File: config.mk
export PLATFORM = sky130hd
export DESIGN_NAME = bsg_fsb_node_echo
export DESIGN_NICKNAME = d
export VERILOG_FILES = /design/src/rtl/bsg_fsb_pkg.sv /design/src/rtl/bsg_fifo_1r1w_small.sv /design/src/rtl/bsg_fsb_node_echo.sv
export SDC_FILE = /design/constraint.sdc
export NUM_CORES = 1
export LEC_CHECK = 0
export BUFFER_PORTS_ARGS = -buffer_cell sky130_fd_sc_hd__buf_2
export CORE_ASPECT_RATIO = 0.75
export CORE_UTILIZATION = 30
export DETAILED_ROUTE_END_ITERATION = 6
export MAX_ROUTING_LAYER = met4
export RECOVER_POWER = 25
export SYNTH_ARGS = -nofsm -noshare
export SYNTH_HDL_FRONTEND = slang
export SYNTH_SLANG_ARGS = --single-unit
File: constraint.sdc
create_clock -name clk_i -period 5.6 [get_ports clk_i]
set_input_delay 0.28 -clock clk_i [delete_from_list [all_inputs] [get_ports clk_i]]
set_output_delay 0.28 -clock clk_i [all_outputs]
set_load 0.01 [all_outputs]
File: src/rtl/bsg_fsb_pkg.sv
// Shared definitions for the FSB echo node.
//  - fsb_pkt_s   : 80-bit ring packet {dest, cmd, payload}
//  - FSB_OP_*    : control opcodes carried in payload[7:0]
//  - fsb_state_e : echo-node FSM states
package bsg_fsb_pkg;

    localparam int unsigned FSB_RING_WIDTH = 80;

    typedef struct packed {
        logic [3:0]  dest;
        logic        cmd;      // 0: data, 1: control
        logic [74:0] payload;
    } fsb_pkt_s;

    localparam logic [7:0] FSB_OP_CLEAR  = 8'h01;
    localparam logic [7:0] FSB_OP_REPORT = 8'h02;

    typedef enum logic [1:0] {
        S_IDLE,
        S_SEND,
        S_RPT
    } fsb_state_e;

endpackage

File: src/rtl/bsg_fifo_1r1w_small.sv
// Small single-clock FIFO, one write and one read port, valid/ready on the
// write side and valid/yumi on the read side.
//  clk_i, reset_i : clock, synchronous active-high reset (empties the FIFO)
//  v_i, data_i    : write request and data; written when v_i & ready_o
//  ready_o        : not full
//  v_o, data_o    : not empty, head entry
//  yumi_i         : consume head; only while v_o
module bsg_fifo_1r1w_small #(
    parameter int unsigned width_p = 80,
    parameter int unsigned els_p   = 4
) (
    input  logic               clk_i,
    input  logic               reset_i,
    input  logic               v_i,
    input  logic [width_p-1:0] data_i,
    output logic               ready_o,
    output logic               v_o,
    output logic [width_p-1:0] data_o,
    input  logic               yumi_i
);

    localparam int unsigned ptr_w = (els_p > 1) ? $clog2(els_p) : 1;
    localparam int unsigned cnt_w = $clog2(els_p + 1);

    logic [width_p-1:0] mem [els_p];
    logic [ptr_w-1:0]   rptr_r, wptr_r;
    logic [cnt_w-1:0]   cnt_r;
    logic               enq, deq;

    // Pointers wrap explicitly so non-power-of-two depths work.
    function automatic logic [ptr_w-1:0] ptr_inc(input logic [ptr_w-1:0] p);
        return (p == ptr_w'(els_p - 1)) ? '0 : p + 1'b1;
    endfunction

    assign ready_o = (cnt_r != cnt_w'(els_p));
    assign v_o     = (cnt_r != '0);
    assign data_o  = mem[rptr_r];
    assign enq     = v_i & ready_o;
    assign deq     = yumi_i;

    always_ff @(posedge clk_i) begin
        if (reset_i) begin
            rptr_r <= '0;
            wptr_r <= '0;
            cnt_r  <= '0;
        end else begin
            if (enq) wptr_r <= ptr_inc(wptr_r);
            if (deq) rptr_r <= ptr_inc(rptr_r);
            case ({enq, deq})
                2'b10:   cnt_r <= cnt_r + 1'b1;
                2'b01:   cnt_r <= cnt_r - 1'b1;
                default: cnt_r <= cnt_r;
            endcase
        end
    end

    always_ff @(posedge clk_i) begin
        if (enq) mem[wptr_r] <= data_i;
    end

endmodule

File: src/rtl/bsg_fsb_node_echo.sv
// FSB client node: buffers inbound packets, echoes data packets back to
// master_id_p, and executes clear/report control commands on a count of
// consumed data packets. Unknown opcodes bump a saturating error counter.
//  clk_i, reset_i : core clock, synchronous active-high reset
//  en_i           : node enable; gates ingress only
//  v_i, data_i    : inbound packet, accepted on v_i & ready_o
//  ready_o        : inbound ready
//  v_o, data_o    : outbound packet, held until yumi_i
//  yumi_i         : outbound consume, only while v_o
module bsg_fsb_node_echo
    import bsg_fsb_pkg::*;
#(
    parameter int unsigned ring_width_p = 80,
    parameter int unsigned master_id_p  = 0,
    parameter int unsigned client_id_p  = 0,
    parameter int unsigned fifo_els_p   = 4
) (
    input  logic                    clk_i,
    input  logic                    reset_i,
    input  logic                    en_i,
    input  logic                    v_i,
    input  logic [ring_width_p-1:0] data_i,
    output logic                    ready_o,
    output logic                    v_o,
    output logic [ring_width_p-1:0] data_o,
    input  logic                    yumi_i
);

    fsb_state_e        state_r, state_n;
    fsb_pkt_s          out_r, out_n;
    logic [15:0]       count_r, count_n;
    logic [7:0]        err_r, err_n;

    logic              fifo_ready, fifo_v, fifo_enq, fifo_yumi;
    logic [ring_width_p-1:0] fifo_data;
    logic              take_in, idle, head_v;
    fsb_pkt_s          head;

    assign ready_o = en_i & fifo_ready & ~reset_i;
    assign take_in = v_i & ready_o;
    assign idle    = (state_r == S_IDLE);

    // When idle with an empty buffer, the arriving packet is processed
    // directly instead of being enqueued; this gives the one-cycle
    // accept-to-valid latency while data_o still comes only from out_r.
    assign head_v    = fifo_v | take_in;
    assign head      = fifo_v ? fsb_pkt_s'(fifo_data) : fsb_pkt_s'(data_i);
    assign fifo_enq  = take_in & ~(idle & ~fifo_v);
    assign fifo_yumi = idle & fifo_v;

    bsg_fifo_1r1w_small #(
        .width_p (ring_width_p),
        .els_p   (fifo_els_p)
    ) in_fifo (
        .clk_i   (clk_i),
        .reset_i (reset_i),
        .v_i     (fifo_enq),
        .data_i  (data_i),
        .ready_o (fifo_ready),
        .v_o     (fifo_v),
        .data_o  (fifo_data),
        .yumi_i  (fifo_yumi)
    );

    always_comb begin
        state_n = state_r;
        out_n   = out_r;
        count_n = count_r;
        err_n   = err_r;
        unique case (state_r)
            S_IDLE: begin
                if (head_v) begin
                    if (!head.cmd) begin
                        out_n   = '{dest: 4'(master_id_p), cmd: 1'b0, payload: head.payload};
                        state_n = S_SEND;
                    end else begin
                        case (head.payload[7:0])
                            FSB_OP_CLEAR:  count_n = '0;
                            FSB_OP_REPORT: begin
                                out_n   = '{dest: 4'(master_id_p), cmd: 1'b1,
                                            payload: {51'b0, err_r, count_r}};
                                state_n = S_RPT;
                            end
                            default: if (err_r != 8'hFF) err_n = err_r + 8'd1;
                        endcase
                    end
                end
            end
            S_SEND: begin
                if (yumi_i) begin
                    state_n = S_IDLE;
                    count_n = count_r + 16'd1;
                end
            end
            S_RPT: begin
                if (yumi_i) state_n = S_IDLE;
            end
            default: state_n = S_IDLE;
        endcase
    end

    always_ff @(posedge clk_i) begin
        if (reset_i) begin
            state_r <= S_IDLE;
            out_r   <= '0;
            count_r <= '0;
            err_r   <= '0;
        end else begin
            state_r <= state_n;
            out_r   <= out_n;
            count_r <= count_n;
            err_r   <= err_n;
        end
    end

    assign v_o    = ~idle;
    assign data_o = out_r;

    a_params: assert property (@(posedge clk_i)
        (fifo_els_p >= 2) && (master_id_p < 16) && (client_id_p < 16))
        else $error("bsg_fsb_node_echo: illegal parameters");

    a_yumi_legal: assert property (@(posedge clk_i) disable iff (reset_i)
        yumi_i |-> v_o)
        else $error("bsg_fsb_node_echo: yumi_i while v_o=0");

    a_data_stable: assert property (@(posedge clk_i) disable iff (reset_i)
        (v_o && !yumi_i) |=> $stable(data_o))
        else $error("bsg_fsb_node_echo: data_o changed while held");

endmodule

# ---- Word-level counts from Yosys, hierarchy flattened
# Memory sizes are Yosys's and may differ from the RTL's. A register that Yosys moved wholly into a read port is not among the register bits.
# Index checks and enable logic that the tools add are counted.
dict set report word_totals {
  reg_bits 113
  ram_bits 320
  inputBits 85
  out_inout_bits 82
  memories 1
}
dict set report classes {
  n_addsub 6
  n_eq_ne 17
  mux 20
  bitwise_logic 13
  n_reduce_logical 10
}
# memory words width read_ports rd_ports_with_merged_regs wr line
set mem_list {}
lappend mem_list {in_fifo.mem 4 80 1 1 1 bsg_fifo_1r1w_small.sv:25} ;# logic [width_p-1:0] mem [els_p];
# operator count
set op_table {}
lappend op_table {{two-way mux 80 bit} 2}
lappend op_table {{two-way mux 76 bit} 1}
lappend op_table {{two-way mux 16 bit} 4}
lappend op_table {{case mux 16 bit (2 select lines)} 1}
lappend op_table {{adder 16 x 1 -> 16 bit, second input constant} 1}
lappend op_table {{two-way mux 2 bit} 8}
lappend op_table {{!= test 2 x 1 -> 1 bit, second input constant} 5}
lappend op_table {{AND reduction 5 bit} 2}
lappend op_table {{adder 8 x 1 -> 8 bit, second input constant} 1}
lappend op_table {{== test 2 bit, second input constant} 4}
lappend op_table {{== test 8 x 1 -> 1 bit, second input constant} 1}
lappend op_table {{== test 8 x 2 -> 1 bit, second input constant} 1}
lappend op_table {{!= test 8 bit, second input constant} 1}
lappend op_table {{AND 1 bit} 7}
lappend op_table {{case mux 3 bit (2 select lines)} 1}
lappend op_table {{AND reduction 3 bit} 2}
lappend op_table {{NOT 1 bit} 5}
lappend op_table {{adder 2 x 1 -> 2 bit, second input constant} 2}
lappend op_table {{== test 2 x 1 -> 1 bit, second input constant} 2}
lappend op_table {{case mux 2 bit (2 select lines)} 1}
lappend op_table {{nonzero test 2 bit} 2}
lappend op_table {{OR reduction 2 bit} 2}
lappend op_table {{adder 3 x 1 -> 3 bit, second input constant} 1}
lappend op_table {{!= test 3 x 2 -> 1 bit, second input constant} 1}
lappend op_table {{7 further kinds} 8}

# ---- Depth between registers and ports, before layout
# Gate-level depths: netlist of run 1.
dict set report depth {
  ltp_word 8
  depth_mapped 13
}

# ---- Cells and area by module
# From an unflattened synthesis of run 1, not the netlist that was laid out.
dict set report hier_totals {
  cells_unflattened 1110
  hier_area_um2 17304.1
}
# module instances cells_per_inst area_per_inst_um2
set modules_own_cells {}
lappend modules_own_cells {bsg_fifo_1r1w_small 1 464 11991.5}
lappend modules_own_cells {bsg_fsb_node_echo 1 646 5312.6}

# ---- Worst setup path before layout of run 1
# OpenSTA, ideal clock, no wires.
dict set report synth_path {
  path_type {input to register}
  start {in reset_i}
  end {mem in_fifo.mem[0][0], enable pin}
  setup_time_ns 0.443
  arrival_ns 3.039
  t_required_ns 5.157
  setup_slack_ns 2.118
  path_stages 7
  n_path_buf 2
  path_cell_list {clkbuf_1 inv_1 nand2_1 a21oi_1 and3_1 clkbuf_1 and2_1}
}
dict set report synth_between {
  elab_chain_len 7
}
# item line
set synth_lines {}
lappend synth_lines {{from (decl)} bsg_fsb_node_echo.sv:19} ;# input logic reset_i,
lappend synth_lines {{NOT 1 bit} bsg_fsb_node_echo.sv:39} ;# assign ready_o = en_i & fifo_ready & ~reset_i;
lappend synth_lines {{AND 1 bit} bsg_fsb_node_echo.sv:39}
lappend synth_lines {{named net ready_o} bsg_fsb_node_echo.sv:23} ;# output logic ready_o,
lappend synth_lines {{AND 1 bit} bsg_fsb_node_echo.sv:40} ;# assign take_in = v_i & ready_o;
lappend synth_lines {{AND 1 bit} bsg_fsb_node_echo.sv:48} ;# assign fifo_enq = take_in & ~(idle & ~fifo_v);
lappend synth_lines {{AND 1 bit} bsg_fifo_1r1w_small.sv:38} ;# assign enq = v_i & ready_o;
lappend synth_lines {{two-way mux 1 bit} bsg_fifo_1r1w_small.sv:58} ;# if (enq) mem[wptr_r] <= data_i;
lappend synth_lines {{two-way mux 1 bit (not written as such)} bsg_fifo_1r1w_small.sv:58}
lappend synth_lines {{to (decl)} bsg_fifo_1r1w_small.sv:25}
# The timed path passes the listed nets, and every way through them passes these cells.

==> flow_summary_export.csv, run 1 <==
group,metric,value,unit
clocking,cts.reportedPaths.clkPinSlew,0.06,ns
critical_path,worstSetupPathType,"reg -> reg",
pwr,leakagePower,0.00681,µW
pwr,p_seq_share,42.1,%
timing,finalCriticalPeriod,3.89,ns
global_routing,overflow,0,
placement,hpwl,22100,µm
yosys,syn_area,0.0163,mm²
global_routing,antenna_found_initial,2,
yosys,synth_flop_cell,"edfxtp_1",
clocking,insertion_delay,0.56,ns
yosys,ys_seq_elements,415,
die,dieWidth,271,µm
pwr,netSwitchingFraction,30.6,%
pwr,clkPwrFrac,32.6,%
yosys,synth-edff-count,304,
clocking,cts_tree,"done",
hold_path,hp-class,"in -> reg",
timing,skew,0.0285,ns
layout,design_area,0.0200,mm²
die,die_area,0.0554,mm²
die,start_util,30.6,%
run_status,status,"finished clean",
timing,timing.fmax,257,MHz
layout,seq_area,0.0114,mm²
placement,placedInstanceArea,0.0179,mm²
layout,final_core_util,37.6,%
pwr,powerDensity,444,mW/mm²
pwr,p_comb_share,25.3,%
drt,drt_iter0_markers,692,
clocking,clockBufferDepth,3,
yosys,syn_avg_cell_area,15.4,µm²
timing,maxSlewViolCount,0,
clocking,cts_resized,0,
pwr,p_int,6170,µW
global_routing,grt_max_degree,62,
layout,final_layout_size_suffix_gt1_share,21.5,%
critical_path,cp_max_fo,50,
drt,wl_per_cell,18.5,µm
yosys,yosysMostFrequentCell,"edfxtp_1",
layout,fin_cells,2042,
yosys,synthTopCellsByArea,"edfxtp_1, dfxtp_1, mux4_2",
die,rows,73,
timing,setup_violations,0,
yosys,ys_seq_area_share,69.5,%
die,die_y,204,µm
clocking,ctsHtreeMaxLevel,2,
global_routing,grt_use_total,14.3,%
placement,io_buffers,158,
global_routing,first_global_vias,9998,
job,cap_violations,0,
timing,rsz0062_at_grt,"false",
yosys,synthArstFlopShare,0,%
critical_path,crit_path_end_kind,"register",
die,coreArea,0.0533,mm²
critical_path,crit_arrival,4.30,ns
clocking,cts_sinks,415,
drt,via_count,9626,
clocking,numCtsBuffers,44,
yosys,yosysWarnings,0,
drt,ant_nets,0,
drt,drtPass1Iterations,7,
yosys,synthTopCellsByCount,"edfxtp_1, nand2_1, dfxtp_1",
drt,wl,37900,µm
critical_path,critPathLaunchType,"register",
timing,hold_viol_final,0,
yosys,yosysTopAreaCell,"edfxtp_1",
yosys,synthCells,1059,
timing,slew_headroom,27.8,%
critical_path,crit_required,6.01,ns
layout,multi_input_area,0.00470,mm²
pwr,power.switching,2720,µW
drt,route.detailed.drc,0,
placement,dpl.cell_count,1885,
timing,finalCritPeriodShare,69.5,%
pwr,vdd_drop_max,0.000229,V
yosys,synth_cell_types,50,
timing,tns,0,ns
timing,worstMarginPinSlew,1.08,ns
placement,gp_congestion,0.783,
drt,avgViaCountPerCell,4.71,
layout,nNetsFinal,1388,
yosys,yosysTopAreaCellShare,55.9,%
layout,area_growth,22.7,%
die,pin_count,167,
clocking,root_buffer,"clkbuf_16",
global_routing,grt_pass1_wl,59200,µm
layout,fillers,5090,
per-layer routing:
| metal | vias to the layer above | GRT usage, % | share of wire [%] |
|---|---|---|---|
| li1 | 4510 | - | - |
| met1 | 4879 | 19.0 | 47 |
| met2 | 179 | 22.2 | 46 |
| met3 | 58 | 3.16 | 4.9 |
| met4 | 0 | 3.87 | 2.0 |
| met5 | - | - | 0 |
placed cells by master, fill, tap and decap left out, types with 13 or more instances in the layout:
cell	count
edfxtp_1	304
nand2_1	116
dfxtp_1	109
buf_2	105
mux4_2	77
nor2_1	75
dlygate4sd3_1	73
clkbuf_1	63
mux2i_1	55
o21ai_1	51
clkbuf_16	47
a21oi_1	44
a311oi_1	24
buf_4	15
inv_1	14
o21ai_0	13
nand3_1	13
worst paths after layout:
path	from	endpoint	slack (ns)	cells past startpoint
worst min register to register	data_o[43]	data_o[43]	0.44	2
worst max register to register	register	data_o[28]	1.71	8
worst min-delay path	data_i[5]	in_fifo.mem[2][5]	0.15	1
worst max-delay path	register	data_o[28]	1.71	8
area by class of cell:
cell class	count	area share, %
Multi-Input combinational cell	571	23.4
Clock buffer	63	6.47
Clock inverter	19	0.818
Inverter	14	0.262
Sequential cell	415	56.7
Timing Repair Buffer	246	7.83
Tap cell	712	4.45
Antenna cell	2	0.0250
worst max-delay path, cell delays in order, from the launching register on:
cell	delay (ns)
dfxtp_4	0.78
mux4_2	0.48
a21oi_4	0.54
inv_1	0.16
a221o_2	0.76
and2_2	0.51
buf_4	0.29
nand2_1	0.11
o21ai_1	0.08
per-stage QoR:
step | power [µW] | hold WS (ns) | setup WS [ns]
global placement | 6020 | 0.431 | 1.74
global route | 9370 | 0.117 | 1.44
detailed placement | 6060 | 0.438 | 1.64
CTS | 9050 | 0.00816 | 1.63
finish | 8890 | 0.145 | 1.71
floorplan | 5300 | 0.379 | 2.12
logic make-up after synthesis:
kind of cell,Yosys count,synth area share (%)
multiplexers,132,14.0
other,1,0.0230
flip-flops,415,69.5
AND/OR/NAND/NOR,264,7.43
adder cells (fa/ha/maj),11,0.889
XOR/XNOR,15,0.805
AO/OA/AOI/OAI,145,5.33
buffers and inverters,76,2.01
power groups by stage:
stage / clock network [µW] / registers (µW) / logic (µW)
6_report: 2890 / 3750 / 2250
4_1_cts: 2990 / 3750 / 2300
3_3_place_gp: 0 / 3800 / 2220
2_1_floorplan: 0 / 3840 / 1460
3_5_place_dp: 0 / 3820 / 2250
5_1_grt: 3100 / 3780 / 2480
state kept, by name (all words and copies together) (netlist names), named ones only:
signal and count:
state_r 2, in_fifo.wptr_r 2, in_fifo.cnt_r 3, in_fifo.rptr_r 2, err_r 8, data_o 76, count_r 16, in_fifo.mem 304
what timing repair did:
item | in CTS | in global routing
setup buffers | 0 | 0
hold buffers | 73 | 0
endpoints found under the hold margin | 292 | 0
Note: power is estimated with default switching activity, not from simulation.
==> run 2, diff against run 1 <==
--- a/config.mk
+++ b/config.mk
@@ -5,6 +5,7 @@
 export SDC_FILE = /design/constraint.sdc
 export NUM_CORES = 1
 export LEC_CHECK = 0
+export ABC_AREA = 1
 export BUFFER_PORTS_ARGS = -buffer_cell sky130_fd_sc_hd__buf_2
 export CORE_ASPECT_RATIO = 0.75
 export CORE_UTILIZATION = 30
==> constraint.sdc (replaced) <==
create_clock -name clk_i -period 4 [get_ports clk_i]
set_input_delay 0.2 -clock clk_i [delete_from_list [all_inputs] [get_ports clk_i]]
set_output_delay 0.2 -clock clk_i [all_outputs]
set_load 0.01 [all_outputs]
==> run 2 against run 1 <==
Compared with the run above:
- sequential share of layout area down 1.9 points
- via count up 28%
- fmax up 25%
- clock skew down 0.0040 ns
- die area up 5.2%
- sequential power up 46%
- cell count up 26%
- critical path type unchanged
- critical endpoint is now data_o[59]
==> flow_summary_export.csv, run 2 <==
group,metric,value,unit
global_routing,grt_pass1_wl,68300,µm
timing,slew_headroom,36.1,%
die,pin_count,167,
yosys,yosysTopAreaCell,"edfxtp_1",
die,coreArea,0.0563,mm²
drt,wl,44100,µm
timing,tns,0,ns
hold_path,hp-class,"in -> reg",
placement,placedInstanceArea,0.0186,mm²
hold_path,min_path_cells,4,
critical_path,ff2ff_path_depth,11,
drt,wl_per_cell,17.2,µm
critical_path,crit_arrival,3.60,ns
layout,final_layout_size_suffix_gt1_share,13.9,%
die,die_area,0.0583,mm²
die,die_y,209,µm
yosys,syn_area,0.0172,mm²
layout,final_core_util,36.8,%
drt,avgViaCountPerCell,4.82,
drt,via_count,12367,
layout,nNetsFinal,1890,
timing,finalCriticalPeriod,3.13,ns
layout,fin_cells,2564,
timing,worstMarginPinSlew,0.959,ns
yosys,ys_seq_elements,415,
clocking,cts_setup_buffers,0,
global_routing,first_global_vias,12027,
clocking,ctsHtreeMaxLevel,2,
drt,drt_iter0_markers,854,
clocking,cts_tree,"done",
global_routing,grt_use_total,15.4,%
timing,timing.fmax,320,MHz
layout,layout_common_cells,"nand2_1, edfxtp_1, nor2_1",
critical_path,crit_required,4.47,ns
pwr,power.switching,4980,µW
layout,design_area,0.0207,mm²
layout,layout_commonest_cell,"nand2_1",
pwr,leakagePower,0.00760,µW
yosys,ys_seq_area_share,66.0,%
job,cap_violations,0,
layout,area_growth,20.6,%
clocking,cts.reportedPaths.clkPinSlew,0.06,ns
die,start_util,30.5,%
pwr,p_comb_share,32.1,%
yosys,syn_avg_cell_area,10.8,µm²
layout,largest_register_ffs,304,
placement,gp_congestion,0.763,
critical_path,cp_max_fo,69,
pwr,netSwitchingFraction,36.0,%
clocking,root_buffer,"clkbuf_16",
clocking,numCtsBuffers,44,
yosys,synthTopCellsByArea,"edfxtp_1, dfxtp_1, nand2_1",
layout,seq_area,0.0114,mm²
timing,finalCritPeriodShare,78.2,%
yosys,synthTopCellsByCount,"nand2_1, edfxtp_1, nor2_1",
global_routing,overflow,0,
clocking,cts_resized,0,
global_routing,grt_max_degree,77,
timing,skew,0.0245,ns
placement,io_buffers,158,
yosys,yosysMostFrequentCell,"nand2_1",
timing,hold_viol_final,0,
pwr,p_int,8870,µW
layout,largest-register,"in_fifo.mem",
die,dieWidth,278,µm
yosys,synth_cell_types,45,
pwr,finalPower,13900,µW
yosys,yosysTopAreaCellShare,53.1,%
clocking,insertion_delay,0.57,ns
run_status,status,"finished clean",
timing,rsz0062_at_grt,"false",
yosys,synth-edff-count,304,
global_routing,antenna_found_initial,3,
yosys,synth_flop_cell,"edfxtp_1",
clocking,clockBufferDepth,3,
pwr,powerDensity,668,mW/mm²
die,rows,75,
placement,dpl.cell_count,2403,
yosys,yosysWarnings,0,
placement,hpwl,25500,µm
layout,fillers,5520,
yosys,synthCells,1591,
drt,drtPass1Iterations,5,
clocking,cts_sinks,415,
yosys,synthArstFlopShare,0,%
timing,maxSlewViolCount,0,
critical_path,critPathLaunchType,"register",
drt,route.detailed.drc,0,
critical_path,worstSetupPathType,"reg -> reg",
timing,setup_violations,0,
pwr,clkPwrFrac,28.4,%
layout,multi_input_area,0.00503,mm²
pwr,vdd_drop_max,0.000373,V
pwr,p_seq_share,39.5,%
drt,ant_nets,0,
critical_path,crit_path_end_kind,"register",
-- run 2: cell count changes in the layout (fill, tap and decap cells not counted), moves of 25 or more --
| cell | delta |
|---|---|
| nor2_1 | +85 |
| mux2i_1 | -55 |
| mux4_2 | -77 |
| inv_1 | +48 |
| o21ai_0 | +108 |
| or2_2 | +32 |
| a21oi_1 | +63 |
| o211ai_1 | +42 |
| o22ai_1 | +26 |
| a32o_1 | +41 |
| nand3_1 | +25 |
| o21ai_1 | -47 |
| nand2_1 | +232 |
-- run 2: stage by stage --
stage	hold slack, ns	setup WS, ns
after floorplan	0.299	-0.866
after global placement	0.427	0.916
after detailed placement	0.434	0.833
after CTS	0.0709	0.818
after global routing	0.149	0.583
final	0.133	0.873
-- run 2: layout make-up --
class	instances	area share, %
antenna	4	0.0483
multi-input combinational	1000	24.3
sequential	415	54.8
clock buffer	59	5.84
clock inverter	22	0.869
tap	731	4.41
timing repair buffer	258	8.40
inverter	75	1.39
-- run 2: power by group through the flow --
stage	clock [µW]	combinational, µW	sequential, µW
2_1_floorplan	0	3040	5570
3_3_place_gp	0	4350	5530
3_5_place_dp	0	4400	5550
4_1_cts	4060	4480	5470
5_1_grt	4210	4950	5530
6_report	3940	4440	5470
-- run 2: critical path, stage by stage (launching register included) --
cell      delay (ns)
dfxtp_1         0.34
inv_2           0.11
nand3_4         0.34
buf_4           0.40
o211ai_2        0.13
o21ai_2         0.11
inv_2           0.34
nand2_2         0.14
nand2_4         0.08
buf_4           0.68
nand2_1         0.12
a21oi_1         0.20
-- run 2: layer usage --
layer,share of wire [%],vias up,track usage [%],wire (µm)
li1,-,6004,-,-
met1,48,6036,21.1,21300
met2,45,281,23.5,19700
met3,5.4,46,3.13,2390
met4,1.5,0,3.70,669
met5,0,-,-,0
-- run 2: cell families (layout without fill, tap and decap cells) --
group	Yosys count	after routing	synth area share, %
adders and majority gates	11	11	0.844
other	1	8	0.0218
DFF	415	415	66.0
AOI/OAI and AO/OA	376	376	13.5
xor gates and xnor gates	5	5	0.255
and+or+nand+nor	604	604	14.4
buffers and inverters	179	414	4.95
-- run 2: worst paths after layout --
path | start | slack [ns] | endpoint
setup reg to reg | in_fifo.cnt_r[0] | 0.87 | data_o[59]
setup / recovery | in_fifo.cnt_r[0] | 0.87 | data_o[59]
hold / removal | yumi_i | 0.13 | state_r[1]
hold reg to reg | data_o[60] | 0.46 | data_o[60]
-- run 2: timing repair --
item	in CTS	in global routing
endpoints found under the hold margin	304	0
hold buffers	76	0
setup endpoints to repair	0	0
